--- config.mk ---
export PLATFORM = sky130hd
export DESIGN_NAME = controle_senha_flat
export DESIGN_NICKNAME = d
export VERILOG_FILES = /design/src/rtl/controle_senha_if.sv /design/src/rtl/controle_senha.sv /design/src/flat_wrapper.sv
export SDC_FILE = /design/constraint.sdc
export NUM_CORES = 1
export LEC_CHECK = 0
export CAP_MARGIN = 40
export CORE_MARGIN = 5
export CORE_UTILIZATION = 45
export CTS_CLUSTER_DIAMETER = 200
export DETAILED_ROUTE_END_ITERATION = 8
export DONT_BUFFER_PORTS = 1
export PLACE_DENSITY = 0.57
export SYNTH_ARGS = -nofsm -noshare
export SYNTH_HDL_FRONTEND = slang
export SYNTH_SLANG_ARGS = --single-unit
--- constraint.sdc ---
create_clock -name clk -period 3.7 [get_ports clk]
set_clock_uncertainty 0.05 [all_clocks]
set_input_delay 0.74 -clock clk [delete_from_list [all_inputs] [get_ports clk]]
set_output_delay 0.74 -clock clk [all_outputs]
set_load 0.01 [all_outputs]
--- src/rtl/controle_senha_if.sv ---
// Keypad/lock signal bundle for controle_senha.
// master: keypad decoder side (drives the entry buffer and strobe).
// slave : password controller side (drives lock, beeper and status).
interface controle_senha_if;
    logic [79:0] digitos_value;
    logic        digitos_valid;
    logic        teclado_en;
    logic        tranca;
    logic        bip;
    logic        bloqueado;
    logic        prog_ok;
    logic [1:0]  tentativas;

    modport master (
        output digitos_value, digitos_valid,
        input  teclado_en, tranca, bip, bloqueado, prog_ok, tentativas
    );

    modport slave (
        input  digitos_value, digitos_valid,
        output teclado_en, tranca, bip, bloqueado, prog_ok, tentativas
    );
endinterface

--- src/rtl/controle_senha.sv ---
// Keypad password lock controller: checks entries against a stored
// password, opens the lock, beeps on errors, locks out after repeated
// failures and allows reprogramming after a successful verification.
//
// state         | meaning
// --------------+--------------------------------------------------
// INIT          | one cycle after reset, keypad held disabled
// IDLE          | listening for an entry, all-B or all-E event
// ABERTO        | lock released for T_ABERTO cycles
// ERRO          | error beep for T_BIP cycles
// BLOQUEIO      | lockout (beep + indicator) for T_BLOQ cycles
// PROG_VERIFICA | listening for the current password before reprogram
// PROG_NOVA     | listening for the new password
module controle_senha #(
    parameter logic [79:0] SENHA_PADRAO = 80'hFFFF_FFFF_FFFF_FFFF_1234,
    parameter int          MAX_TENT     = 3,
    parameter int          T_ABERTO     = 5000,
    parameter int          T_BIP        = 500,
    parameter int          T_BLOQ       = 30000
) (
    input  logic              clk,
    input  logic              rst,
    controle_senha_if.slave   bus
);

    localparam int T_MAX_AB = (T_ABERTO > T_BIP) ? T_ABERTO : T_BIP;
    localparam int T_MAX    = (T_MAX_AB > T_BLOQ) ? T_MAX_AB : T_BLOQ;
    localparam int TW       = ($clog2(T_MAX) < 1) ? 1 : $clog2(T_MAX);

    localparam logic [TW-1:0] FIM_ABERTO = TW'(T_ABERTO - 1);
    localparam logic [TW-1:0] FIM_BIP    = TW'(T_BIP - 1);
    localparam logic [TW-1:0] FIM_BLOQ   = TW'(T_BLOQ - 1);
    localparam logic [1:0]    MAX_T      = 2'(MAX_TENT);

    localparam logic [79:0] TUDO_E = {20{4'hE}};
    localparam logic [79:0] TUDO_B = {20{4'hB}};

    typedef enum logic [2:0] {
        INIT,
        IDLE,
        ABERTO,
        ERRO,
        BLOQUEIO,
        PROG_VERIFICA,
        PROG_NOVA
    } estado_t;

    estado_t         state_q, state_d;
    logic [79:0]     senha_q, senha_d;
    logic [1:0]      tent_q, tent_d;
    logic [TW-1:0]   timer_q, timer_d;
    logic            prog_ok_q, prog_ok_d;

    logic            eh_timeout, eh_hash, bem_formada, confere;
    logic [3:0]      nib;
    logic [4:0]      n_dig;
    logic            em_digitos, cauda_ok;
    logic [1:0]      tent_inc;

    assign eh_timeout = (bus.digitos_value == TUDO_E);
    assign eh_hash    = (bus.digitos_value == TUDO_B);

    // Well-formed: a run of decimal digits from nibble 0 upward, 4..12 long,
    // with every nibble above the run equal to F.
    always_comb begin
        nib        = '0;
        n_dig      = '0;
        em_digitos = 1'b1;
        cauda_ok   = 1'b1;
        for (int i = 0; i < 20; i++) begin
            nib = bus.digitos_value[4*i +: 4];
            if (em_digitos && (nib <= 4'd9)) begin
                n_dig = n_dig + 5'd1;
            end else begin
                em_digitos = 1'b0;
                if (nib != 4'hF) cauda_ok = 1'b0;
            end
        end
        bem_formada = cauda_ok && (n_dig >= 5'd4) && (n_dig <= 5'd12);
    end

    assign confere  = bem_formada && (bus.digitos_value == senha_q);
    assign tent_inc = (tent_q == MAX_T) ? tent_q : tent_q + 2'd1;

    // Next-state, password, failure count and shared timer.
    // The timer is zero in every non-timed state, so it starts at 0 on entry.
    always_comb begin
        state_d   = state_q;
        senha_d   = senha_q;
        tent_d    = tent_q;
        timer_d   = '0;
        prog_ok_d = 1'b0;
        case (state_q)
            INIT: state_d = IDLE;
            IDLE: begin
                if (bus.digitos_valid && !eh_timeout) begin
                    if (eh_hash) begin
                        state_d = PROG_VERIFICA;
                    end else if (confere) begin
                        state_d = ABERTO;
                        tent_d  = 2'd0;
                    end else begin
                        tent_d  = tent_inc;
                        state_d = (tent_inc == MAX_T) ? BLOQUEIO : ERRO;
                    end
                end
            end
            ABERTO: begin
                if (timer_q == FIM_ABERTO) state_d = IDLE;
                else                       timer_d = timer_q + 1'b1;
            end
            ERRO: begin
                if (timer_q == FIM_BIP) state_d = IDLE;
                else                    timer_d = timer_q + 1'b1;
            end
            BLOQUEIO: begin
                if (timer_q == FIM_BLOQ) begin
                    state_d = IDLE;
                    tent_d  = 2'd0;
                end else begin
                    timer_d = timer_q + 1'b1;
                end
            end
            PROG_VERIFICA: begin
                if (bus.digitos_valid) begin
                    if (eh_timeout || eh_hash) begin
                        state_d = IDLE;
                    end else if (confere) begin
                        state_d = PROG_NOVA;
                    end else begin
                        tent_d  = tent_inc;
                        state_d = (tent_inc == MAX_T) ? BLOQUEIO : ERRO;
                    end
                end
            end
            PROG_NOVA: begin
                if (bus.digitos_valid) begin
                    if (eh_timeout || eh_hash) begin
                        state_d = IDLE;
                    end else if (bem_formada) begin
                        senha_d   = bus.digitos_value;
                        prog_ok_d = 1'b1;
                        state_d   = IDLE;
                    end else begin
                        state_d = ERRO;
                    end
                end
            end
            default: state_d = INIT;
        endcase
    end

    // State and datapath registers with asynchronous reset to defaults.
    always_ff @(posedge clk or posedge rst) begin
        if (rst) begin
            state_q   <= INIT;
            senha_q   <= SENHA_PADRAO;
            tent_q    <= 2'd0;
            timer_q   <= '0;
            prog_ok_q <= 1'b0;
        end else begin
            state_q   <= state_d;
            senha_q   <= senha_d;
            tent_q    <= tent_d;
            timer_q   <= timer_d;
            prog_ok_q <= prog_ok_d;
        end
    end

    // Moore outputs decoded from the registered state.
    always_comb begin
        bus.teclado_en = 1'b0;
        bus.tranca     = 1'b0;
        bus.bip        = 1'b0;
        bus.bloqueado  = 1'b0;
        case (state_q)
            IDLE, PROG_VERIFICA, PROG_NOVA: bus.teclado_en = 1'b1;
            ABERTO:   bus.tranca = 1'b1;
            ERRO:     bus.bip    = 1'b1;
            BLOQUEIO: begin
                bus.bip       = 1'b1;
                bus.bloqueado = 1'b1;
            end
            default: ;
        endcase
    end

    assign bus.prog_ok    = prog_ok_q;
    assign bus.tentativas = tent_q;

endmodule

--- src/flat_wrapper.sv ---
// flat-port wrapper written by rule: the top's interface ports become plain ports
module controle_senha_flat 
#(
    parameter logic [79:0] SENHA_PADRAO = 80'hFFFF_FFFF_FFFF_FFFF_1234,
    parameter int          MAX_TENT     = 3,
    parameter int          T_ABERTO     = 5000,
    parameter int          T_BIP        = 500,
    parameter int          T_BLOQ       = 30000
)
  (clk, rst, bus_digitos_value, bus_digitos_valid, bus_teclado_en, bus_tranca, bus_bip, bus_bloqueado, bus_prog_ok, bus_tentativas);
  controle_senha_if bus_i ();
  input  logic clk;
  input  logic rst;
  input wire logic [$bits(bus_i.digitos_value)-1:0] bus_digitos_value;
  input wire logic [$bits(bus_i.digitos_valid)-1:0] bus_digitos_valid;
  output wire logic [$bits(bus_i.teclado_en)-1:0] bus_teclado_en;
  output wire logic [$bits(bus_i.tranca)-1:0] bus_tranca;
  output wire logic [$bits(bus_i.bip)-1:0] bus_bip;
  output wire logic [$bits(bus_i.bloqueado)-1:0] bus_bloqueado;
  output wire logic [$bits(bus_i.prog_ok)-1:0] bus_prog_ok;
  output wire logic [$bits(bus_i.tentativas)-1:0] bus_tentativas;
  assign bus_i.digitos_value = bus_digitos_value;
  assign bus_i.digitos_valid = bus_digitos_valid;
  assign bus_teclado_en = bus_i.teclado_en;
  assign bus_tranca = bus_i.tranca;
  assign bus_bip = bus_i.bip;
  assign bus_bloqueado = bus_i.bloqueado;
  assign bus_prog_ok = bus_i.prog_ok;
  assign bus_tentativas = bus_i.tentativas;
  controle_senha #(.SENHA_PADRAO(SENHA_PADRAO), .MAX_TENT(MAX_TENT), .T_ABERTO(T_ABERTO), .T_BIP(T_BIP), .T_BLOQ(T_BLOQ)) u_core (.clk(clk), .rst(rst), .bus(bus_i));
endmodule
* After elaboration in Yosys (flattened, before gate mapping)
Cells that the tools add are included.
Storage, ports and cells: flip-flop bits (word level) 101, latch bits 0, bits in writable memories 0, memory bits (read-only) 0, input bits 83, output and inout port bits 7, memories kept 0
Cells by class: $add $sub $neg 21, multipliers 0, div/mod/pow operators 0, magnitude comparators 22, eq/ne operators 43, shift operators 0, muxes and demuxes 114, bitwise operators 1, reductions and logical operators 32
Operators with widths (count):
- equality test 80 bit, second input constant | 2
- adder 5 x 1 -> 5 bit, second input constant | 19
- two-way mux 5 bit | 19
- equality test 80 bit | 1
- less-or-equal comparator 4 bit, second input constant | 20
- inequality test 4 bit, second input constant | 20
- two-way mux 1 bit | 68
- two-way mux 15 bit | 3
- one-hot mux 15 bit (3 select lines) | 1
- two-way mux 3 bit | 12
- logical AND 1 bit | 23
- one-hot mux 3 bit (7 select lines) | 1
- two-way mux 2 bit | 9
- adder 15 x 1 -> 15 bit, second input constant | 1
- equality test 15 x 13 -> 1 bit, second input constant | 1
- equality test 15 bit, second input constant | 1
- equality test 15 x 9 -> 1 bit, second input constant | 1
- inequality test 2 bit, second input constant | 5
- equality test 3 bit, second input constant | 3
- inequality test 2 x 1 -> 1 bit, second input constant | 4
- AND reduction 7 bit | 1
- equality test 3 x 2 -> 1 bit, second input constant | 2
- one-hot mux 2 bit (3 select lines) | 1
- AND reduction 6 bit | 1
- other kinds (13) | 14

* Logic depth before layout (Yosys ltp)
Gate-level depths: netlist of the first run.
depth after elaboration 48, depth in mapped cells 68, mapped depth without buffers 65

* Worst setup path before layout of the first run
No wires, ideal clock.
path kind input -> register, start in bus_digitos_value[1], end reg u_core.senha_q[0], arrival time 11.923 ns, data required time 3.525 ns, path slack -8.398 ns, stages 67, buffers on the path 4, cell sequence o21a_1 nand2b_1 inv_1 ha_1 nor2_1 nor2_1 ha_1 mux2i_1 a21oi_1 ha_1 o21ai_0 a21oi_1 ha_1 mux2i_1 nand2_1 a21oi_1 nor2_1 ha_1 [31 not listed] ha_1 and2_1 clkbuf_1 xnor2_1 nor2_1 xnor2_1 nor2_1 xnor2_1 xor2_1 xnor2_1 and3_1 a211oi_1 mux2i_1 o221ai_2 nor4b_2 buf_6 buf_12 mux2_4
Between the ends: cells in the longest elaborated chain, start to end 44
RTL lines:
- start: declaration | RTL line flat_wrapper.sv:14 | input wire logic [$bits(bus_i.digitos_value)-1:0] bus_digitos_value;
- less-or-equal comparator 4 bit or inequality test 4 bit (tied branches) | RTL line controle_senha.sv:72, controle_senha.sv:76
- two-way mux 1 bit, on equally long branches | RTL line controle_senha.sv:72, controle_senha.sv:76
- adder 5 x 1 -> 5 bit (tied with other cells) | RTL line controle_senha.sv:73 | n_dig = n_dig + 5'd1;
- two-way mux 5 bit (tied with other cells) | RTL line controle_senha.sv:72 | if (em_digitos && (nib <= 4'd9)) begin
- adder 5 x 1 -> 5 bit (tied with other cells) | RTL line controle_senha.sv:73
- two-way mux 5 bit (tied with other cells) | RTL line controle_senha.sv:72
- adder 5 x 1 -> 5 bit (tied with other cells) | RTL line controle_senha.sv:73
- two-way mux 5 bit (tied with other cells) | RTL line controle_senha.sv:72
- [27 not listed]
- two-way mux 5 bit (tied with other cells) | RTL line controle_senha.sv:72
- adder 5 x 1 -> 5 bit (tied with other cells) | RTL line controle_senha.sv:73
- two-way mux 5 bit (tied with other cells) | RTL line controle_senha.sv:72
- adder 5 x 1 -> 5 bit (tied with other cells) | RTL line controle_senha.sv:73
- two-way mux 5 bit or two-way mux 1 bit (tied branches) | RTL line controle_senha.sv:72, controle_senha.sv:76
- >= comparator 5 x 3 -> 1 bit or two-way mux 1 bit (tied branches) | RTL line controle_senha.sv:79, controle_senha.sv:72
- logical AND 1 bit (2 in a row) | RTL line controle_senha.sv:79 | bem_formada = cauda_ok && (n_dig >= 5'd4) && (n_dig <= 5'd12);
- AND reduction 4 bit (no source line) *
- end signal: assignment | RTL line controle_senha.sv:163 | senha_q <= senha_d;
- end: declaration | RTL line controle_senha.sv:49 | logic [79:0] senha_q, senha_d;
Every way passes the cells marked *; elsewhere a longest branch is shown, timed or not. A chain may end at the register's enable or synchronous reset.

* Worst setup path after layout of the first run
start in bus_digitos_value[2], end reg u_core.senha_q[11]
The elaborated chain is that of the path after synthesis.

==> insert_results.sql, run 1 <==
INSERT INTO impl_metrics (metric_group, metric, value, unit) VALUES
('pwr', 'pwr-share-seq', '37.7', '%'),
('grt', 'gr-usage-all-layers', '25.91', '%'),
('worst_setup_path', 'worstPathRequired', '3910', 'ps'),
('drt', 'route.detailed.wl_per_inst', '22.31', 'um'),
('clocking', 'cts_sinks', '101', ''),
('synth', 'syn_avg_cell_area', '9.743', 'um^2'),
('worst_setup_path', 'kind_of_start_point_of_the_critical_path', 'primary input', ''),
('pwr', 'power.switching_fraction', '33.89', '%'),
('timing', 'post-route-worst-setup-slack', '-7755', 'ps'),
('drt', 'drcViolationCount', '0', ''),
('drt', 'ant_nets', '0', ''),
('status', 'violations', 'negative setup slack', ''),
('floorplan', 'core.rowCount', '50', ''),
('worst_setup_path', 'cp_data_arrival_time', '11660', 'ps'),
('layout', 'finalNonFillerCells', '1293', ''),
('pwr', 'power_frac_comb', '31.9', '%'),
('drt', 'detail_route.iter0.violations', '442', ''),
('layout', 'antennaDiodeCount', '0', ''),
('clocking', 'clock_tree.root_cell', 'sky130_fd_sc_hd__clkbuf_16', ''),
('timing', 'timing_max_transition_violations_final', '0', ''),
('worst_setup_path', 'cp_top_family', 'adder cells', ''),
('grt', 'antenna_found_initial', '0', ''),
('pwr', 'switching_power_total', '0.001093', 'W'),
('flow_run', 'max_cap_violations', '0', ''),
('drt', 'viasPerCell', '5.941', ''),
('synth', 'net_count_after_synthesis', '974', ''),
('timing', 'rsz0062_at_grt', 'true', ''),
('pwr', 'power_report.internal_total', '0.002131', 'W'),
('floorplan', 'die-height', '147.5', 'um'),
('synth', 'synth_top_flop_cell', 'sky130_fd_sc_hd__dfstp_2', ''),
('timing', 'fin_crit_sh', '309.6', '%'),
('placed_design', 'port-buffer-count', '0', ''),
('clocking', 'clock_tree_from_tritoncts', 'yes', ''),
('placed_design', 'globalplace.congestion', '0.9569', ''),
('grt', 'grt_start_max_net_pins', '63', ''),
('synth', 'area_of_the_mapped_netlist', '0.008506', 'mm^2'),
('placed_design', 'dpl_worst_slack', '-8239', 'ps'),
('layout', 'layout-drive-gt1-share', '40.60', '%'),
('timing', 'slew_headroom', '47.92', '%'),
('layout', 'area_growth', '27.39', '%'),
('status', 'result_of_the_run', 'finished, violations left', ''),
('synth', 'ys_seq_area_share', '30.73', '%'),
('pwr', 'vdd_drop_max', '0.2288', 'mV'),
('pwr', 'power.density', '297.6', 'mW/mm^2'),
('pwr', 'leakagePower', '4.327', 'nW'),
('floorplan', 'die-area', '0.02175', 'mm^2'),
('min_path', 'worst_hold_path_type', 'primary input to async pin', ''),
('worst_setup_path', 'endpoint_kind', 'register', ''),
('clocking', 'cts_htree_levels', '3', ''),
('grt', 'global_route_wire_length_before_repair', '44.55', 'mm'),
('synth', 'syn-instance-count', '873', ''),
('clocking', 'clkLatencyLatePin', '360', 'ps'),
('clocking', 'cts.path.max_buffers', '2', ''),
('worst_setup_path', 'timing.critical_path.buf_inv', '4', ''),
('drt', 'via_count', '7682', ''),
('floorplan', 'fp.dieW', '147.5', 'um'),
('synth', 'synth_seq_cells', '101', ''),
('clocking', 'cts_buffers', '9', ''),
('worst_setup_path', 'critPathMaxStageDelay', '320', 'ps'),
('pwr', 'p_clk_share', '30.4', '%'),
('worst_setup_path', 'cp_common_cell', 'sky130_fd_sc_hd__ha_4', ''),
('drt', 'detail_route.first_pass.iterations', '4', ''),
('drt', 'drt-total-wl', '28.84', 'mm'),
('timing', 'number_of_failing_setup_endpoints_in_the_final_timing_report', '86', ''),
('clocking', 'clock_input_transition_at_the_sequential_cells_of_the_worst_setup_and_hold_paths', '80', 'ps'),
('synth', 'ys.warnings.count', '0', ''),
('layout', 'fin_util', '58.12', '%'),
('timing', 'hold_viol_final', '0', ''),
('placed_design', 'total_cell_area_at_the_placement_stage', '0.009926', 'mm^2'),
('timing', 'final_critical_period', '11450', 'ps'),
('grt', 'grt_pass1_vias', '7915', '');
-- per-layer routing --
layer	vias up	wire length [um]	GRT usage (%)
met2	236	13270	42.21
met4	0	826	9.040
met1	3809	12840	34.45
li1	3593	-	-
met3	44	1905	5.150
met5	-	0	0
-- final timing paths --
check / startpoint / endpoint / slack (ps) / cells past startpoint
max: bus_digitos_value[2] / u_core.senha_q[11] / -7750 / 66
min: rst / u_core.bus.prog_ok / 340 / 1
max reg2reg: u_core.senha_q[4] / u_core.state_q[1] / 850 / 8
min reg2reg: u_core.timer_q[0] / u_core.timer_q[0] / 440 / 1
max in group asynchronous: rst / u_core.senha_q[73] / 2390 / 2
min in group clk: u_core.timer_q[0] / u_core.timer_q[0] / 440 / 1
-- stage by stage --
step / setup TNS [ps] / total power, W
floorplan: -678800 / 0.001767
finish: -660430 / 0.003224
global route: -712070 / 0.003386
CTS: -642560 / 0.003168
detailed placement: -700190 / 0.002112
global placement: -669090 / 0.002083
-- power by group through the flow --
stage	clock, W	sequential (W)	combinational (W)
floorplan	0	0.00118	0.000586
CTS	0.000997	0.00121	0.000959
global placement	0	0.00123	0.000855
finish	0.000980	0.00122	0.00103
detailed placement	0	0.00123	0.000883
global route	0.00104	0.00122	0.00112
-- cells by family (layout without fill, tap and decap cells) --
family	count (synthesis)	in the layout	synth area share, %
AND/OR/NAND/NOR	322	322	20.68
AO/OA/AOI/OAI	171	171	13.31
XOR/XNOR	121	121	12.64
flip-flops	101	101	30.73
multiplexers	91	91	15.48
buffers and inverters	44	230	3.927
adder cells (fa/ha/maj)	23	23	3.236
-- flip-flops by register name (all words and copies together) (netlist names) --
register,cells
u_core.bus.prog_ok,1
u_core.bus.tentativas,2
u_core.senha_q,80
u_core.state_q,3
u_core.timer_q,15
-- what timing repair did --
action                                  CTS  global route
gates resized for setup                  44            19
setup buffers                            23             9
endpoints found under the setup margin   86            86
gates cloned                              3             2
pin swaps                                23            41
-- synth_stat cells, types with 3 or more instances --
| cell type | count | area share [%] |
|---|---|---|
| sky130_fd_sc_hd__o21a_1 | 16 | 1.4 |
| sky130_fd_sc_hd__o21ai_1 | 8 | 0.47 |
| sky130_fd_sc_hd__buf_12 | 8 | 1.9 |
| sky130_fd_sc_hd__or3_1 | 5 | 0.37 |
| sky130_fd_sc_hd__nor4b_1 | 5 | 0.51 |
| sky130_fd_sc_hd__ha_1 | 18 | 2.6 |
| sky130_fd_sc_hd__dfstp_2 | 69 | 21 |
| sky130_fd_sc_hd__nand2b_1 | 8 | 0.59 |
| sky130_fd_sc_hd__xor2_1 | 61 | 6.3 |
| sky130_fd_sc_hd__mux2_2 | 4 | 0.53 |
| sky130_fd_sc_hd__o221ai_1 | 3 | 0.31 |
| sky130_fd_sc_hd__nand4_1 | 43 | 3.2 |
| sky130_fd_sc_hd__inv_1 | 17 | 0.75 |
| sky130_fd_sc_hd__o21ai_0 | 51 | 3.0 |
| sky130_fd_sc_hd__nor2b_1 | 6 | 0.44 |
| sky130_fd_sc_hd__nor4_1 | 24 | 1.8 |
| sky130_fd_sc_hd__nor3_1 | 17 | 1.0 |
| sky130_fd_sc_hd__and3_1 | 8 | 0.59 |
| sky130_fd_sc_hd__and2_1 | 7 | 0.51 |
| sky130_fd_sc_hd__a21oi_1 | 40 | 2.4 |
| sky130_fd_sc_hd__mux2i_1 | 7 | 0.82 |
| sky130_fd_sc_hd__nor2_1 | 74 | 3.3 |
| sky130_fd_sc_hd__mux2_4 | 80 | 14 |
| sky130_fd_sc_hd__and4_1 | 4 | 0.41 |
| sky130_fd_sc_hd__o31ai_1 | 3 | 0.26 |
| sky130_fd_sc_hd__buf_6 | 5 | 0.66 |
| sky130_fd_sc_hd__xnor2_1 | 59 | 6.1 |
| sky130_fd_sc_hd__a31oi_1 | 9 | 0.66 |
| sky130_fd_sc_hd__nor3b_1 | 5 | 0.44 |
| sky130_fd_sc_hd__dfrtp_1 | 32 | 9.4 |
| sky130_fd_sc_hd__clkbuf_1 | 12 | 0.53 |
| sky130_fd_sc_hd__nand2_1 | 62 | 2.7 |
| sky130_fd_sc_hd__maj3_1 | 5 | 0.59 |
| sky130_fd_sc_hd__nand3_1 | 25 | 1.5 |
| sky130_fd_sc_hd__nor4bb_1 | 10 | 1.2 |
| sky130_fd_sc_hd__o211ai_1 | 3 | 0.26 |
-- layout make-up --
type                            instances  share of cell area [%]
Clock inverter                          7                  0.7044
Multi-Input combinational cell        728                   54.25
Inverter                               17                  0.6351
Timing Repair Buffer                  197                   15.51
Sequential cell                       101                   24.12
Tap cell                              234                   2.702
Clock buffer                            9                   2.079
-- cell usage in the layout (no fill, tap or decap), types with 9 or more instances in the layout --
cell                          n
sky130_fd_sc_hd__nor4bb_1    10
sky130_fd_sc_hd__nor3_1      16
sky130_fd_sc_hd__o21ai_1     13
sky130_fd_sc_hd__buf_4      180
sky130_fd_sc_hd__inv_1       15
sky130_fd_sc_hd__nand2_1     56
sky130_fd_sc_hd__xnor2_1     55
sky130_fd_sc_hd__clkbuf_16   11
sky130_fd_sc_hd__nor4_1      24
sky130_fd_sc_hd__nand3_1     25
sky130_fd_sc_hd__o21a_1      15
sky130_fd_sc_hd__mux2_4      82
sky130_fd_sc_hd__nor2_1      71
sky130_fd_sc_hd__dfrtp_1     32
sky130_fd_sc_hd__o21ai_0     44
sky130_fd_sc_hd__a21oi_1     37
sky130_fd_sc_hd__nand4_1     43
sky130_fd_sc_hd__xor2_1      61
sky130_fd_sc_hd__dfstp_2     69
sky130_fd_sc_hd__ha_1         9
No activity file was read; power rests on OpenSTA's default activity.
==> run 2: changes to the inputs <==
--- a/config.mk
+++ b/config.mk
@@ -12,6 +12,7 @@
 export DETAILED_ROUTE_END_ITERATION = 8
 export DONT_BUFFER_PORTS = 1
 export PLACE_DENSITY = 0.57
+export SETUP_SLACK_MARGIN = 0.05
 export SYNTH_ARGS = -nofsm -noshare
 export SYNTH_HDL_FRONTEND = slang
 export SYNTH_SLANG_ARGS = --single-unit
==> run 2 against run 1 <==
The flow still finishes with violations (negative setup slack). Largest cell class unchanged. Critical endpoint unchanged. Worst setup slack lost 4.3 ps. Maximum frequency is essentially flat. Combinational power is essentially flat. Global-route usage is the same.
==> insert_results.sql, run 2 (synthesized netlist as in run 1, its figures left out) <==
INSERT INTO impl_metrics (metric_group, metric, value, unit) VALUES
('status', 'result_of_the_run', 'finished, violations left', ''),
('status', 'violations', 'negative setup slack', ''),
('worst_setup_path', 'cp_data_arrival_time', '11670', 'ps'),
('min_path', 'worst_hold_path_type', 'primary input to async pin', ''),
('placed_design', 'dpl.cell_count', '1244', ''),
('grt', 'global_route_wire_length_before_repair', '44.55', 'mm'),
('grt', 'antenna_found_initial', '0', ''),
('clocking', 'clock_tree_from_tritoncts', 'yes', ''),
('timing', 'number_of_failing_setup_endpoints_in_the_final_timing_report', '86', ''),
('drt', 'ant_nets', '0', ''),
('floorplan', 'core_area', '0.01864', 'mm^2'),
('timing', 'hold_viol_final', '0', ''),
('layout', 'layout-drive-gt1-share', '40.60', '%'),
('timing', 'clock.fmax', '87.27', 'MHz'),
('worst_setup_path', 'worst-setup-path-type', 'primary input to register', ''),
('worst_setup_path', 'critPathMaxStageDelay', '320', 'ps'),
('layout', 'area_growth', '27.54', '%'),
('timing', 'post-route-worst-setup-slack', '-7759', 'ps'),
('layout', 'regMostFlops', 'u_core.senha_q', ''),
('grt', 'grt_pass1_vias', '7915', ''),
('clocking', 'cts_sinks', '101', ''),
('pwr', 'leakagePower', '4.332', 'nW'),
('floorplan', 'die-area', '0.02175', 'mm^2'),
('clocking', 'clock_input_transition_at_the_sequential_cells_of_the_worst_setup_and_hold_paths', '80', 'ps'),
('layout', 'final_common_cell', 'sky130_fd_sc_hd__buf_4', ''),
('pwr', 'vdd_drop_max', '0.2288', 'mV'),
('placed_design', 'globalplace.congestion', '0.9569', ''),
('clocking', 'cts.path.max_buffers', '2', ''),
('floorplan', 'fp.dieW', '147.5', 'um'),
('placed_design', 'port-buffer-count', '0', ''),
('timing', 'tightest_slew', '776.5', 'ps'),
('floorplan', 'floorplan.initialDensity', '45.62', '%'),
('worst_setup_path', 'kind_of_start_point_of_the_critical_path', 'primary input', ''),
('worst_setup_path', 'timing.critical_path.buf_inv', '4', ''),
('clocking', 'cts_htree_levels', '3', ''),
('layout', 'antennaDiodeCount', '0', ''),
('drt', 'drcViolationCount', '0', ''),
('layout', 'n_fill_cell', '1654', ''),
('worst_setup_path', 'timing.critical_path.fanout_max', '8', ''),
('drt', 'drt-total-wl', '28.92', 'mm'),
('timing', 'fin_crit_sh', '309.7', '%'),
('layout', 'net_count_reported_at_finish', '1155', ''),
('timing', 'slew_headroom', '48.23', '%'),
('drt', 'detail_route.iter0.violations', '450', ''),
('grt', 'congestion_overflow_gr', '0', ''),
('floorplan', 'die-height', '147.5', 'um'),
('placed_design', 'dpl.hpwl', '22.14', 'mm'),
('layout', 'largest_reg_flops', '80', ''),
('floorplan', 'floorplan.io_pins', '90', ''),
('worst_setup_path', 'endpoint_kind', 'register', ''),
('floorplan', 'core.rowCount', '50', ''),
('drt', 'via_count', '7736', ''),
('clocking', 'cts_buffers', '9', ''),
('clocking', 'clkLatencyLatePin', '360', 'ps'),
('drt', 'route.detailed.wl_per_inst', '22.37', 'um'),
('worst_setup_path', 'cp_top_family', 'adder cells', ''),
('grt', 'grt_start_max_net_pins', '63', ''),
('timing', 'rsz0062_at_grt', 'true', ''),
('drt', 'viasPerCell', '5.983', ''),
('worst_setup_path', 'cp_common_cell', 'sky130_fd_sc_hd__ha_4', ''),
('pwr', 'power.density', '297.4', 'mW/mm^2'),
('grt', 'gr-usage-all-layers', '25.91', '%'),
('placed_design', 'dpl_worst_slack', '-8239', 'ps'),
('clocking', 'clock_tree.root_cell', 'sky130_fd_sc_hd__clkbuf_16', ''),
('timing', 'timing_max_transition_violations_final', '0', ''),
('flow_run', 'max_cap_violations', '0', ''),
('drt', 'detail_route.first_pass.iterations', '5', ''),
('layout', 'biggestRegsByFlops', 'u_core.senha_q: 80 flops, u_core.timer_q: 15 flops, u_core.state_q: 3 flops', ''),
('worst_setup_path', 'worstPathRequired', '3910', 'ps'),
('layout', 'mostFrequentLayoutCells', '180 x sky130_fd_sc_hd__buf_4, 82 x sky130_fd_sc_hd__mux2_4, 71 x sky130_fd_sc_hd__nor2_1', ''),
('layout', 'finalNonFillerCells', '1293', ''),
('timing', 'final_critical_period', '11460', 'ps'),
('worst_setup_path', 'worst_path_max_delay_cell', 'sky130_fd_sc_hd__ha_1', '');
-- run 2: changes by cell type in the layout (fill, tap and decap cells not counted) --
cell                     previous run  this run
sky130_fd_sc_hd__buf_16             4         5
sky130_fd_sc_hd__buf_8              5         4
-- run 2: final timing paths --
check                      cells after the start                 end  slack [ps]                  from
max                                           66  u_core.senha_q[11]       -7760  bus_digitos_value[2]
min                                            1  u_core.bus.prog_ok         340                   rst
max reg2reg                                    8   u_core.state_q[1]         870     u_core.senha_q[4]
min reg2reg                                    1   u_core.timer_q[0]         440     u_core.timer_q[0]
max in group asynchronous                      2  u_core.senha_q[30]        2390                   rst
min in group clk                               1   u_core.timer_q[0]         440     u_core.timer_q[0]
-- run 2: power by group --
| part | switching, W | internal [W] |
|---|---|---|
| clock network | 0.000502 | 0.000481 |
| logic | 0.000515 | 0.000514 |
| registers | 0.0000781 | 0.00114 |
| total | 0.00109 | 0.00213 |
-- run 2: repair_timing --
item                                    in CTS  in global routing
endpoints found under the setup margin      86                 86
pin swaps                                   23                 41
cloned                                       3                  2
setup buffers                               23                  8
hold buffers                                 0                  0
resized for setup                           44                 17
endpoints found under the hold margin        0                  0
-- run 2: cell type report --
| cell class | count | area, um^2 | area share [%] |
|---|---|---|---|
| Clock buffer | 9 | 225.2 | 2.076 |
| Multi-Input combinational cell | 728 | 5878 | 54.19 |
| Clock inverter | 7 | 76.32 | 0.7036 |
| Inverter | 17 | 68.82 | 0.6344 |
| Sequential cell | 101 | 2614 | 24.09 |
| Tap cell | 234 | 292.8 | 2.699 |
| Timing Repair Buffer | 197 | 1693 | 15.61 |
-- run 2: layer usage --
metal | part of all wire (%) | vias up | global-route usage, %
li1 | - | 3584 | -
met1 | 44 | 3869 | 34.45
met2 | 46 | 241 | 42.21
met3 | 6.9 | 42 | 5.150
met4 | 2.8 | 0 | 9.040
met5 | 0 | - | 0
-- run 2: through the flow --
stage          power [W]  setup TNS [ps]  area [um^2]  util [%]  hold WS, ps
2_1_floorplan   0.001767         -678800         8610         -        382.9
3_3_place_gp    0.002083         -669090         9926     53.24        394.1
3_5_place_dp    0.002112         -700190         9926     53.24        430.4
4_1_cts         0.003168         -642560        10700     57.40        360.7
5_1_grt         0.003386         -713270        10850     58.19        394.5
6_report        0.003226         -661240        10850     58.19        336.9
